==> config.mk <==
export PLATFORM = sky130hd
export DESIGN_NAME = multicycle_controller
export DESIGN_NICKNAME = d
export VERILOG_FILES = /design/src/rtl/multicycle_controller.sv
export SDC_FILE = /design/constraint.sdc
export NUM_CORES = 1
export LEC_CHECK = 0
export ABC_AREA = 0
export CELL_PAD_IN_SITES_DETAIL_PLACEMENT = 1
export CELL_PAD_IN_SITES_GLOBAL_PLACEMENT = 2
export CORE_MARGIN = 2
export CORE_UTILIZATION = 23
export DETAILED_ROUTE_END_ITERATION = 7
export GPL_TIMING_DRIVEN = 0
export MAX_ROUTING_LAYER = met4
export PLACE_DENSITY_LB_ADDON = 0.1
export REMOVE_ABC_BUFFERS = 1
export SLEW_MARGIN = 20
export SYNTH_ARGS = -nofsm -noshare
export SYNTH_HDL_FRONTEND = slang
export SYNTH_SLANG_ARGS = --single-unit
==> constraint.sdc <==
create_clock -name clk -period 5.2 [get_ports clk]
set_clock_uncertainty 0.1 [all_clocks]
set_input_delay 0.52 -clock clk [delete_from_list [all_inputs] [get_ports clk]]
set_output_delay 0.52 -clock clk [all_outputs]
set_load 0.03 [all_outputs]
==> src/rtl/multicycle_controller.sv <==
// Multi-cycle function decoder: accepts one func/dest per handshake and sequences it to writeback.
// Optional macro INSTR_COUNT_EN adds a 16-bit retired-instruction counter output.
//
// state  | meaning
// IDLE   | ready for a new instruction
// EXEC   | executing; MUL stays here for MUL_LAT cycles
// WB     | one-cycle writeback, done pulse
module multicycle_controller #(
  parameter int NUM_REGS = 8,
  parameter int ADDR_W   = 3,
  parameter int MUL_LAT  = 4
) (
  input  logic                clk,
  input  logic                rst_n,
  input  logic                instr_valid,
  output logic                instr_ready,
  input  logic [3:0]          func,
  input  logic [ADDR_W-1:0]   dest,
  output logic [1:0]          muxsel,
  output logic [1:0]          alu_op,
  output logic [NUM_REGS-1:0] we_reg,
  output logic                we_mem,
  output logic                busy,
  output logic                done,
  output logic                illegal
`ifdef INSTR_COUNT_EN
  ,
  output logic [15:0]         instr_count
`endif
);

  typedef enum logic [1:0] {S_IDLE, S_EXEC, S_WB} state_t;

  localparam logic [3:0] F_NOP   = 4'b0000;
  localparam logic [3:0] F_ADD   = 4'b0001;
  localparam logic [3:0] F_SUB   = 4'b0010;
  localparam logic [3:0] F_AND   = 4'b0011;
  localparam logic [3:0] F_LDI   = 4'b0100;
  localparam logic [3:0] F_MUL   = 4'b0101;
  localparam logic [3:0] F_STORE = 4'b0110;

  state_t              state_q, state_d;
  logic [3:0]          func_q;
  logic [ADDR_W-1:0]   dest_q;
  logic [7:0]          cnt_q, cnt_d;
  logic                accept;
  logic                ill_q;

  function automatic logic writes_reg(input logic [3:0] f);
    return (f == F_ADD) || (f == F_SUB) || (f == F_AND) || (f == F_LDI) || (f == F_MUL);
  endfunction

  function automatic logic is_illegal(input logic [3:0] f, input logic [ADDR_W-1:0] d);
    logic [31:0] d_ext;
    d_ext = {{(32-ADDR_W){1'b0}}, d};
    return f[3] || (f == 4'b0111) || (writes_reg(f) && (d_ext >= 32'(NUM_REGS)));
  endfunction

  // NOP and illegal instructions skip EXEC and go straight to writeback.
  function automatic logic needs_exec(input logic [3:0] f, input logic [ADDR_W-1:0] d);
    return !is_illegal(f, d) && (f != F_NOP);
  endfunction

  assign accept = instr_valid && instr_ready;
  assign ill_q  = is_illegal(func_q, dest_q);

  always_ff @(posedge clk or negedge rst_n) begin
    if (!rst_n) begin
      state_q <= S_IDLE;
      func_q  <= '0;
      dest_q  <= '0;
      cnt_q   <= '0;
    end else begin
      state_q <= state_d;
      cnt_q   <= cnt_d;
      if (accept) begin
        func_q <= func;
        dest_q <= dest;
      end
    end
  end

  always_comb begin
    state_d = state_q;
    cnt_d   = '0;
    case (state_q)
      S_IDLE: begin
        if (accept) begin
          if (needs_exec(func, dest)) begin
            state_d = S_EXEC;
            cnt_d   = 8'd1;
          end else begin
            state_d = S_WB;
          end
        end
      end
      S_EXEC: begin
        if ((func_q == F_MUL) && (cnt_q != 8'(MUL_LAT))) begin
          cnt_d = cnt_q + 8'd1;
        end else begin
          state_d = S_WB;
        end
      end
      S_WB:    state_d = S_IDLE;
      default: state_d = S_IDLE;
    endcase
  end

  always_comb begin
    instr_ready = (state_q == S_IDLE);
    busy        = (state_q != S_IDLE);
    muxsel      = 2'd0;
    alu_op      = 2'd0;
    we_reg      = '0;
    we_mem      = 1'b0;
    done        = 1'b0;
    illegal     = 1'b0;
    if (state_q != S_IDLE && !ill_q) begin
      case (func_q)
        F_ADD:   alu_op = 2'd0;
        F_SUB:   alu_op = 2'd1;
        F_AND:   alu_op = 2'd2;
        F_LDI:   muxsel = 2'd1;
        F_MUL:   muxsel = 2'd2;
        default: muxsel = 2'd0;
      endcase
    end
    if (state_q == S_WB) begin
      done    = 1'b1;
      illegal = ill_q;
      we_mem  = !ill_q && (func_q == F_STORE);
      // Register 0 is hardwired zero, so bit 0 of we_reg is never driven.
      if (!ill_q && writes_reg(func_q)) begin
        for (int i = 1; i < NUM_REGS; i++) begin
          if (dest_q == ADDR_W'(i)) we_reg[i] = 1'b1;
        end
      end
    end
  end

`ifdef INSTR_COUNT_EN
  always_ff @(posedge clk or negedge rst_n) begin
    if (!rst_n) begin
      instr_count <= 16'd0;
    end else if (state_q == S_WB) begin
      instr_count <= instr_count + 16'd1;
    end
  end
`endif

endmodule
* Word-level counts from Yosys, hierarchy flattened
Index checks and enable logic that the tools add are counted.
Word-level totals: register bits 17, bits in latches 0, RAM bits 0, memory bits (read-only) 0, input port bits 10, output and inout bits 17, word-level logic and storage cells 67, memories kept 0
Operators by class: $add $sub $neg 1, multiply operators 0, div/mod/pow operators 0, $lt $le $gt $ge 0, equal/unequal tests 20, shift operators 0, muxes and demuxes 24, bitwise operators 0, reductions and logical operators 18
Operators with widths (count):
- $eq A4 B3 Y1 const B | 5
- $pmux W8 S2 | 1
- $mux W7 | 2
- $eq A3 B3 Y1 const B | 4
- $mux W1 | 12
- $pmux W2 S2 | 3
- $mux W2 | 5
- $add A8 B1 Y8 const B | 1
- $eq A4 B2 Y1 const B | 2
- $mux W8 | 1
- $ne A8 B3 Y1 const B | 1
- $eq A3 B2 Y1 const B | 2
- $logic_and A1 B1 Y1 | 6
- $logic_or A1 B1 Y1 | 6
- $eq A4 B1 Y1 const B | 1
- $reduce_bool A4 Y1 | 1
- $eq A3 B1 Y1 const B | 1
- $eq A2 B1 Y1 const B | 1
- $eq A2 B2 Y1 const B | 1
- $logic_not A1 Y1 | 2
- $logic_not A2 Y1 | 1
- $ne A2 B1 Y1 const B | 1
- $ne A2 B2 Y1 const B | 1
- $reduce_and A2 Y1 | 1
- $reduce_bool A2 Y1 | 1

* Depth between registers and ports, before layout
Gate-level depths: netlist (run 1).
depth in word-level cells 8, mapped depth 5, depth with buffers taken out 5

* Worst setup path after synthesis (run 1)
OpenSTA, ideal clock, no wires.
path type flip-flop to output port, from register state_q[0], to output alu_op[0], data arrival time 1.621 ns, data required time 4.580 ns, slack 2.959 ns, cell stages (with the launch flop) 3, path buffers 0, path through dfrtp_1 > nor2_1 > nor4_1
On the way: word-level cells in the longest chain between the ends 3
Ends and longest elaborated chain:
- start, declared | RTL line 42 | state_t state_q, state_d;
- start signal, assigned | RTL line 74 | state_q <= state_d;
- $reduce_bool A2 Y1 | RTL line 118 | if (state_q != S_IDLE && !ill_q) begin
- $logic_and A1 B1 Y1 | RTL line 118
- $mux W2 | RTL line 118
- end, declared | RTL line 20 | output logic [1:0] alu_op,
Every way passes these cells.

* Worst setup path after layout (run 1)
from register state_q[1], to output we_reg[4]
On the way: word-level cells in the longest chain between the ends 2
Ends and longest elaborated chain:
- $eq A2 B2 Y1 | RTL line 128 | if (state_q == S_WB) begin
- $mux W7 | RTL line 128
- end, declared | RTL line 21 | output logic [NUM_REGS-1:0] we_reg,
Every way passes these cells.

==> results of run 1 <==
-- kinds of logic (layout without fill, tap and decap cells) --
kind of cell	Yosys count	in the layout	synth area share
AOI/OAI and AO/OA	13	13	0.0924
xor gates and xnor gates	3	3	0.0277
buffers and inverters	8	35	0.0369
DFF	17	17	0.449
adders and majority gates	2	2	0.0264
other	1	1	0.00395
muxes	7	7	0.0831
and+or+nand+nor	47	47	0.281
-- worst max-delay path: cells and delay by family (launching register included) --
family,cells,cell delay (ps)
buf+inv,1,700
flops,1,460
simple gates,3,750
-- layer usage --
metal / up-vias / wire, µm / global-route usage
met3: 2 / 99 / 0.0164
met1: 397 / 977 / 0.141
met2: 17 / 1220 / 0.214
li1: 400 / - / -
met4: 0 / 17 / 0.0450
met5: - / 0 / -
-- Yosys cell counts, types with 2 or more instances --
master	number
mux2_2	7
dfrtp_1	17
nor2b_1	2
inv_1	6
or3_1	4
nand2b_1	5
nor4_1	3
nor3_1	3
nor2_1	12
nand3_1	2
nand2_1	6
ha_1	2
a21oi_1	4
o21ai_0	4
nand4_1	2
xor2_1	2
-- per-stage QoR --
step           setup WS (ps)  area (µm²)  utilization
2_1_floorplan           2960         936            -
3_3_place_gp            2720        1250        0.314
3_5_place_dp            2690        1250        0.314
4_1_cts                 2400        1290        0.326
5_1_grt                 2210        1290        0.326
6_report                2430        1290        0.326
-- flip-flops by register name (all words and copies together), names as in the netlist --
| signal | flops |
|---|---|
| state_q | 2 |
| cnt_q | 8 |
| func_q | 4 |
| dest_q | 3 |
-- power by group through the flow --
stage	combinational (mW)	sequential, mW	clock [mW]
6_report	0.116	0.176	0.0977
5_1_grt	0.129	0.181	0.110
4_1_cts	0.118	0.177	0.103
3_5_place_dp	0.118	0.179	0
3_3_place_gp	0.116	0.178	0
2_1_floorplan	0.0778	0.170	0
-- final timing paths --
kind                       startpoint        end
max                        state_q[1]  we_reg[4]
min                         dest_q[2]  dest_q[2]
max reg2reg                  cnt_q[0]   cnt_q[3]
min reg2reg                 dest_q[2]  dest_q[2]
max in group asynchronous       rst_n  dest_q[1]
min in group asynchronous       rst_n   cnt_q[1]
-- final cells by class --
class	count	area share
Multi-Input combinational cell	73	0.377
Sequential cell	17	0.329
Timing Repair Buffer	25	0.193
Tap cell	50	0.0484
Clock buffer	4	0.0348
Inverter	6	0.0174
==> flow_metrics.tcl, run 1 <==
set metrics [dict create \
    firstDrtPassIters 4 \
    power.switching_mw 0.130 \
    rrSetupSlack_ps 3150 \
    switching_share 0.334 \
    hold_viol 0 \
    min_period_over_period 0.534 \
    synth_seq_area_share 0.449 \
    clockPowerShare 0.251 \
    dp.cells 171 \
    max-cap-violations 0 \
    maxSlewViolCount 0 \
    critPathLaunchType "register" \
    r2r_cells 5 \
    gp_congestion 0.684 \
    synth-seq-cells 17 \
    ctsHoldBuffers 0 \
    comb_power_share 0.298 \
    nFillCells 488 \
    routed_wl_um 2320 \
    grt_pass1_vias 881 \
    p_seq_frac 0.452 \
    viasPerCell 4.66 \
    antenna_left 0 \
    die_y_um 68.2 \
    synth_top_area_frac 0.449 \
    yosys-top-cells-area "dfrtp_1, mux2_2, nor2_1" \
    async_flop_share 1.00 \
    track_usage 0.122 \
    regArea_um2 425 \
    root_buffer "clkbuf_8" \
    power_density_mw_per_mm2 301 \
    wire_per_inst_um 13.2 \
    clockBufferDepth 2 \
    layout_common_cells "clkdlybuf4s50_1, dfrtp_1, nor2_1, mux2_2" \
    crit_arrival_ps 2150 \
    slew_headroom 0.474 \
    hp-class "register to register" \
    total_power_mw 0.390 \
    area_growth_pct 36.4 \
    syn_area_per_cell_um2 9.68 \
    cts_tree "built" \
    final_common_cell "clkdlybuf4s50_1" \
    antenna_cells 0 \
    min_path_cells 1 \
    core-area_mm2 0.00397 \
    synth_area_um2 948 \
    die-area_mm2 0.00465 \
    grt_pass1_wl_um 4130 \
    rows 23 \
    synth_cell_types 33 \
    fin_tns_setup_ps 0 \
    synth_top_area_cell "dfrtp_1" \
    drc 0 \
    power_leakage_nw 0.499 \
    io_buffer_count 25 \
    crit_fanout 6 \
    critPathSlowestCell "clkdlybuf4s50_1" \
    syn_inst 98 \
    drive_above_1_share 0.128 \
    cts_setup_buffers 0 \
    initial_core_util 0.239 \
    cpPeakStageDelay_ps 700 \
    cts_resized 0 \
    finalSetupViolCount 0 \
    final_nets 138 \
    ios 27 \
    worst_pin_slew_ps 787 \
    vias 816 \
    rsz0062_at_grt "no" \
    cts-htree-levels 1 \
    dp_hpwl_um 1850 \
    layout.cells.non_filler 175 \
    crit_required_ps 4580 \
    hold_ws_ps 427 \
    synth_edf_count 0 \
    drt-initial-drc-count 30 \
    synth_warnings 0 \
    multi_input_area_um2 488 \
    synth_ff_type "dfrtp_1" \
    cp_cell_sequence "nor3b_1, nand4_1, nor3_1, clkdlybuf4s50_1" \
    fmax_mhz 360 \
    peakVddDrop_uv 102 \
    die_x_um 68.2 \
    p_int_mw 0.260 \
    clock_latency_ps 250 \
    min_period_ps 2770 \
    worst_setup_path_end_kind "primary output" \
    antenna_found_initial 0 \
    path_class "register to primary output" \
    clk_pin_slew_ps 70 \
    grt-ovfl-total 0 \
    cts_buffers 3 \
    cts.sinks 17 \
    status "finished clean" \
    grt_max_degree 18 \
]
(Power assumes the default switching activity.)
==> inputs of run 2 (changes only) <==
clock period = 2.7 ns   (was 5.2 ns; I/O delays follow)
==> run 2 against run 1 <==
Net effect:
- global-route usage is the same
- non-clock buffer count is the same
- final cell count is the same
- core utilization grew 0.063 points
- first-iteration DRC count is the same
- via count is the same
- critical path type unchanged
- routed wire length is essentially flat
- power grew 93%
- die area is the same
- setup slack lost 2200 ps
- design area grew 0.19%
- sequential share of layout area shrank 0.063 points
==> flow_metrics.tcl, run 2 (same netlist as run 1, synthesis figures left out) <==
set metrics [dict create \
    root_buffer "clkbuf_8" \
    fin_tns_setup_ps 0 \
    status "finished clean" \
    ios 27 \
    clock_latency_ps 250 \
    wire_per_inst_um 13.3 \
    slew_headroom 0.474 \
    r2r_cells 5 \
    cts-htree-levels 1 \
    io_buffer_count 25 \
    worst_setup_path_end_kind "primary output" \
    maxSlewViolCount 0 \
    track_usage 0.122 \
    hp-class "input port to asynchronous set/reset pin" \
    firstDrtPassIters 4 \
    clk_pin_slew_ps 70 \
    gp_congestion 0.684 \
    final_nets 138 \
    clockBufferDepth 2 \
    rsz0062_at_grt "no" \
    min_period_ps 2460 \
    cts_buffers 3 \
    switching_share 0.334 \
    postLayoutCellArea_mm2 0.00130 \
    r2r_start "cnt_q[0]" \
    crit_fanout 6 \
    antenna_left 0 \
    core-area_mm2 0.00397 \
    crit_start "state_q[1]" \
    dp_hpwl_um 1850 \
    power.switching_mw 0.251 \
    fmax_mhz 407 \
    hold_viol 0 \
    crit_required_ps 2330 \
    ctsHoldBuffers 0 \
    finalSetupViolCount 0 \
    grt_pass1_wl_um 4130 \
    grt-ovfl-total 0 \
    reg_top3 "cnt_q (8), func_q (4), dest_q (3)" \
    die-area_mm2 0.00465 \
    power_leakage_nw 0.518 \
    initial_core_util 0.239 \
    path_class "register to primary output" \
    p_int_mw 0.500 \
    rows 23 \
    drive_above_1_share 0.128 \
    cts_tree "built" \
    cts.sinks 17 \
    peakVddDrop_uv 196 \
    drt-initial-drc-count 30 \
    die_x_um 68.2 \
    antenna_cells 0 \
    critPathLaunchType "register" \
    routed_wl_um 2320 \
    max-cap-violations 0 \
    cts_setup_buffers 0 \
    rr_endpoint "cnt_q[3]" \
    power_density_mw_per_mm2 579 \
    worst_pin_slew_ps 787 \
    p_seq_frac 0.452 \
    viasPerCell 4.66 \
    largest_reg_flops 8 \
    antenna_found_initial 0 \
    vias 816 \
    die_y_um 68.2 \
    comb_power_share 0.298 \
    cts_resized 0 \
    final_common_cell "clkdlybuf4s50_1" \
    regMostFlops "cnt_q" \
    layout_common_cells "clkdlybuf4s50_1, dfrtp_1, nor2_1, mux2_2" \
    drc 0 \
    crit_arrival_ps 2090 \
    area_growth_pct 36.7 \
    grt_max_degree 18 \
    rrSetupSlack_ps 650 \
    grt_pass1_vias 881 \
    place_area_mm2 0.00125 \
    min_period_over_period 0.911 \
    clockPowerShare 0.251 \
]
run 2: power by group through the flow:
stage	Combinational [mW]	Clock [mW]	Sequential, mW
6_report	0.223	0.188	0.339
5_1_grt	0.248	0.213	0.348
4_1_cts	0.228	0.198	0.341
3_5_place_dp	0.227	0	0.346
3_3_place_gp	0.223	0	0.344
2_1_floorplan	0.150	0	0.328
run 2: how the worst max path moves through the flow:
stage	slack (ps)	to	cells after the start
5_1_grt	20	we_reg[5]	4
3_3_place_gp	470	we_reg[4]	4
2_1_floorplan	710	alu_op[0]	2
3_5_place_dp	440	we_reg[4]	4
6_report	240	we_reg[6]	4
4_1_cts	150	we_reg[4]	4
run 2: final cells by class:
class / instances / area, µm²
inverters: 6 / 22.5
well taps: 50 / 62.6
multi-input cells: 73 / 488
clock buffers: 4 / 45.0
flip-flops and latches: 17 / 425
repair buffers: 25 / 253
fillers: 489 / 2680
run 2: layer usage:
metal | GRT usage | part of all wire
met4 | 0.0450 | 0.0073
met5 | - | 0
met2 | 0.214 | 0.53
met3 | 0.0164 | 0.044
met1 | 0.141 | 0.42
run 2: through the flow:
| stage | std cells | setup WS, ps | hold WS, ps | util | total power [mW] |
|---|---|---|---|---|---|
| after CTS | 175 | 149 | 415 | 0.326 | 0.767 |
| after global routing | 175 | 15.8 | 449 | 0.326 | 0.809 |
| final | 175 | 241 | 379 | 0.326 | 0.751 |
| after floorplan | 96 | 709 | -126 | - | 0.477 |
| after detailed placement | 171 | 443 | 417 | 0.314 | 0.573 |
| after global placement | 171 | 465 | 411 | 0.314 | 0.567 |
run 2: worst max-delay path, cell delays in order, from the launching register on:
cell and delay, ps:
dfrtp_1 460, nor3b_1 320, nand4_1 240, nor2_1 150, clkdlybuf4s50_1 680
==> inputs of run 3 (changes only) <==
ABC_AREA = 1   (was 0)
CORE_ASPECT_RATIO = 1.4   (was unset)
CTS_CLUSTER_DIAMETER = 30   (was unset)
==> run 3 against run 2 <==
Net effect:
- design area up 16%
- core utilization down 1.4 points
- sequential share of layout area down 4.5 points
- maximum frequency up 0.59%
- sequential cell count unchanged
- synthesized area up 21%
- first-iteration DRC count down 33%
- critical path depth up 2
- final cell count up 37%
- worst hold slack worse by 3.8 ps
- clock power about the same
- critical endpoint is now we_reg[1]
- register-to-register slack better by 610 ps
==> flow_metrics.tcl, run 3 <==
set metrics [dict create \
    core-area_mm2 0.00480 \
    antenna_left 0 \
    total_power_mw 0.861 \
    rrSetupSlack_ps 1260 \
    gp_congestion 0.736 \
    regMostFlops "cnt_q" \
    routed_wl_um 2910 \
    ctsHoldBuffers 0 \
    cts_resized 0 \
    final_nets 189 \
    worst_pin_slew_ps 776 \
    detailedPlace.worstSlack_ps 512 \
    cts_setup_buffers 0 \
    nFillCells 630 \
    antenna_found_initial 0 \
    status "finished clean" \
    hold_viol 0 \
    vias 1007 \
    maxSlewViolCount 0 \
    area_growth_pct 31.3 \
    path_class "register to primary output" \
    root_buffer "clkbuf_8" \
    drt-initial-drc-count 20 \
    drc 0 \
    r2r_cells 7 \
    crit_fanout 4 \
    viasPerCell 4.20 \
    initial_core_util 0.238 \
    wire_per_inst_um 12.1 \
    layout_common_cells "nand2_1, clkdlybuf4s50_1, nor2_1, dfrtp_1, inv_1" \
    fin_ws_ps 256 \
    die_x_um 63.6 \
    critPathLaunchType "register" \
    firstDrtPassIters 3 \
    die_y_um 87.5 \
    rows 30 \
    syn_inst 149 \
    rsz0062_at_grt "no" \
    peakVddDrop_uv 214 \
    syn_area_per_cell_um2 7.68 \
    async_flop_share 1.00 \
    synth_cell_types 29 \
    worst_setup_path_end_kind "primary output" \
    synth_warnings 0 \
    final_common_cell "nand2_1" \
    fmax_mhz 409 \
    drive_above_1_share 0.216 \
    clk_pin_slew_ps 70 \
    synth_seq_area_share 0.372 \
    synth_top_area_frac 0.372 \
    synth_top_area_cell "dfrtp_1" \
    synth_ff_type "dfrtp_1" \
    cts_buffers 3 \
    cts_tree "built" \
    crit_arrival_ps 2070 \
    track_usage 0.120 \
    grt_pass1_vias 1121 \
    fin_tns_setup_ps 0 \
    largest_reg_flops 8 \
    grt-ovfl-total 0 \
    r2r_start "cnt_q[0]" \
    io_buffer_count 25 \
    cts-htree-levels 1 \
    slew_headroom 0.481 \
    synth_edf_count 0 \
    crit_required_ps 2330 \
    min_period_over_period 0.905 \
    min_period_ps 2440 \
    synth-seq-cells 17 \
    rr_endpoint "cnt_q[0]" \
    grt_pass1_wl_um 4990 \
    yosys-top-cells-area "dfrtp_1, nand2_1, nor2_1" \
    clockBufferDepth 2 \
    die-area_mm2 0.00557 \
    synth_area_mm2 0.00114 \
    power_leakage_nw 0.647 \
    power_density_mw_per_mm2 573 \
    clock_latency_ps 250 \
    finalSetupViolCount 0 \
    synth_common_cells "nand2_1, nor2_1, dfrtp_1" \
    max-cap-violations 0 \
    grt_max_degree 18 \
    antenna_cells 0 \
    hp-class "input port to asynchronous set/reset pin" \
    reg_top3 "cnt_q (8), func_q (4), dest_q (3)" \
    ios 27 \
    synth.most_common_cell "nand2_1" \
    dp_hpwl_um 2550 \
    cts.sinks 17 \
]
-- run 3: cell count changes after synthesis, sizes merged, moves of 4 or more --
cell	delta
mux2	-6
nand2	+28
nand3	+12
nor2	+24
nand2b	-5
inv	+15
or3	-4
-- run 3: kinds of logic (layout without fill, tap and decap cells) --
| family | count (synthesis) | in the layout | share of synthesized area |
|---|---|---|---|
| fa+ha+maj | 2 | 2 | 0.0219 |
| xor+xnor | 3 | 3 | 0.0230 |
| mux | 1 | 1 | 0.0131 |
| buf+inv | 23 | 50 | 0.0853 |
| simple gates | 92 | 92 | 0.417 |
| flops | 17 | 17 | 0.372 |
| compound gates | 10 | 10 | 0.0645 |
| other cells | 1 | 1 | 0.00328 |
-- run 3: power breakdown --
part / total, mW / internal (mW) / switching, mW / leakage, nW
sequential: 0.342 / 0.291 / 0.0505 / 0.216
combinational: 0.331 / 0.121 / 0.209 / 0.406
clock: 0.189 / 0.102 / 0.0863 / 0.0255
total: 0.861 / 0.515 / 0.346 / 0.647
-- run 3: final cells by class --
cell class	count	area [µm²]	share of cell area
Clock buffer	3	41.3	0.0275
Tap cell	64	80.1	0.0533
Sequential cell	17	425	0.283
Inverter	21	78.8	0.0525
Timing Repair Buffer	25	250	0.167
Clock inverter	1	5.00	0.00333
Multi-Input combinational cell	109	622	0.414
-- run 3: how the worst max path moves through the flow --
stage          slack (ps)  startpoint         to  cells past startpoint
4_1_cts               220   func_q[3]  we_reg[1]                      6
3_5_place_dp          510   func_q[3]  we_reg[1]                      6
2_1_floorplan         810   func_q[0]  alu_op[0]                      3
6_report              260   func_q[3]  we_reg[1]                      6
3_3_place_gp          590   func_q[3]  we_reg[1]                      6
5_1_grt               140   func_q[3]  we_reg[1]                      6
-- run 3: worst max-delay path: stages (launching register included) --
cell and delay (ps):
dfrtp_1 430, inv_2 110, nand2_4 90, o21ai_2 230
nand3_2 140, nor2_1 130, clkdlybuf4s50_1 700
-- run 3: metrics by stage --
| stage | std cells | utilization | hold WS (ps) | cell area (µm²) |
|---|---|---|---|---|
| after floorplan | 147 | - | -126 | 1130 |
| after global placement | 236 | 0.303 | 472 | 1460 |
| after detailed placement | 236 | 0.303 | 482 | 1460 |
| after CTS | 240 | 0.313 | 426 | 1500 |
| after global routing | 240 | 0.313 | 446 | 1500 |
| final | 240 | 0.313 | 375 | 1500 |
-- run 3: per-layer routing --
metal | vias to the layer above | share of wire | global-route usage
met1 | 483 | 0.36 | 0.116
met3 | 2 | 0.013 | 0.00776
met2 | 10 | 0.62 | 0.242
met5 | - | 0 | -
met4 | 0 | 0.0086 | 0.0474
li1 | 512 | - | -
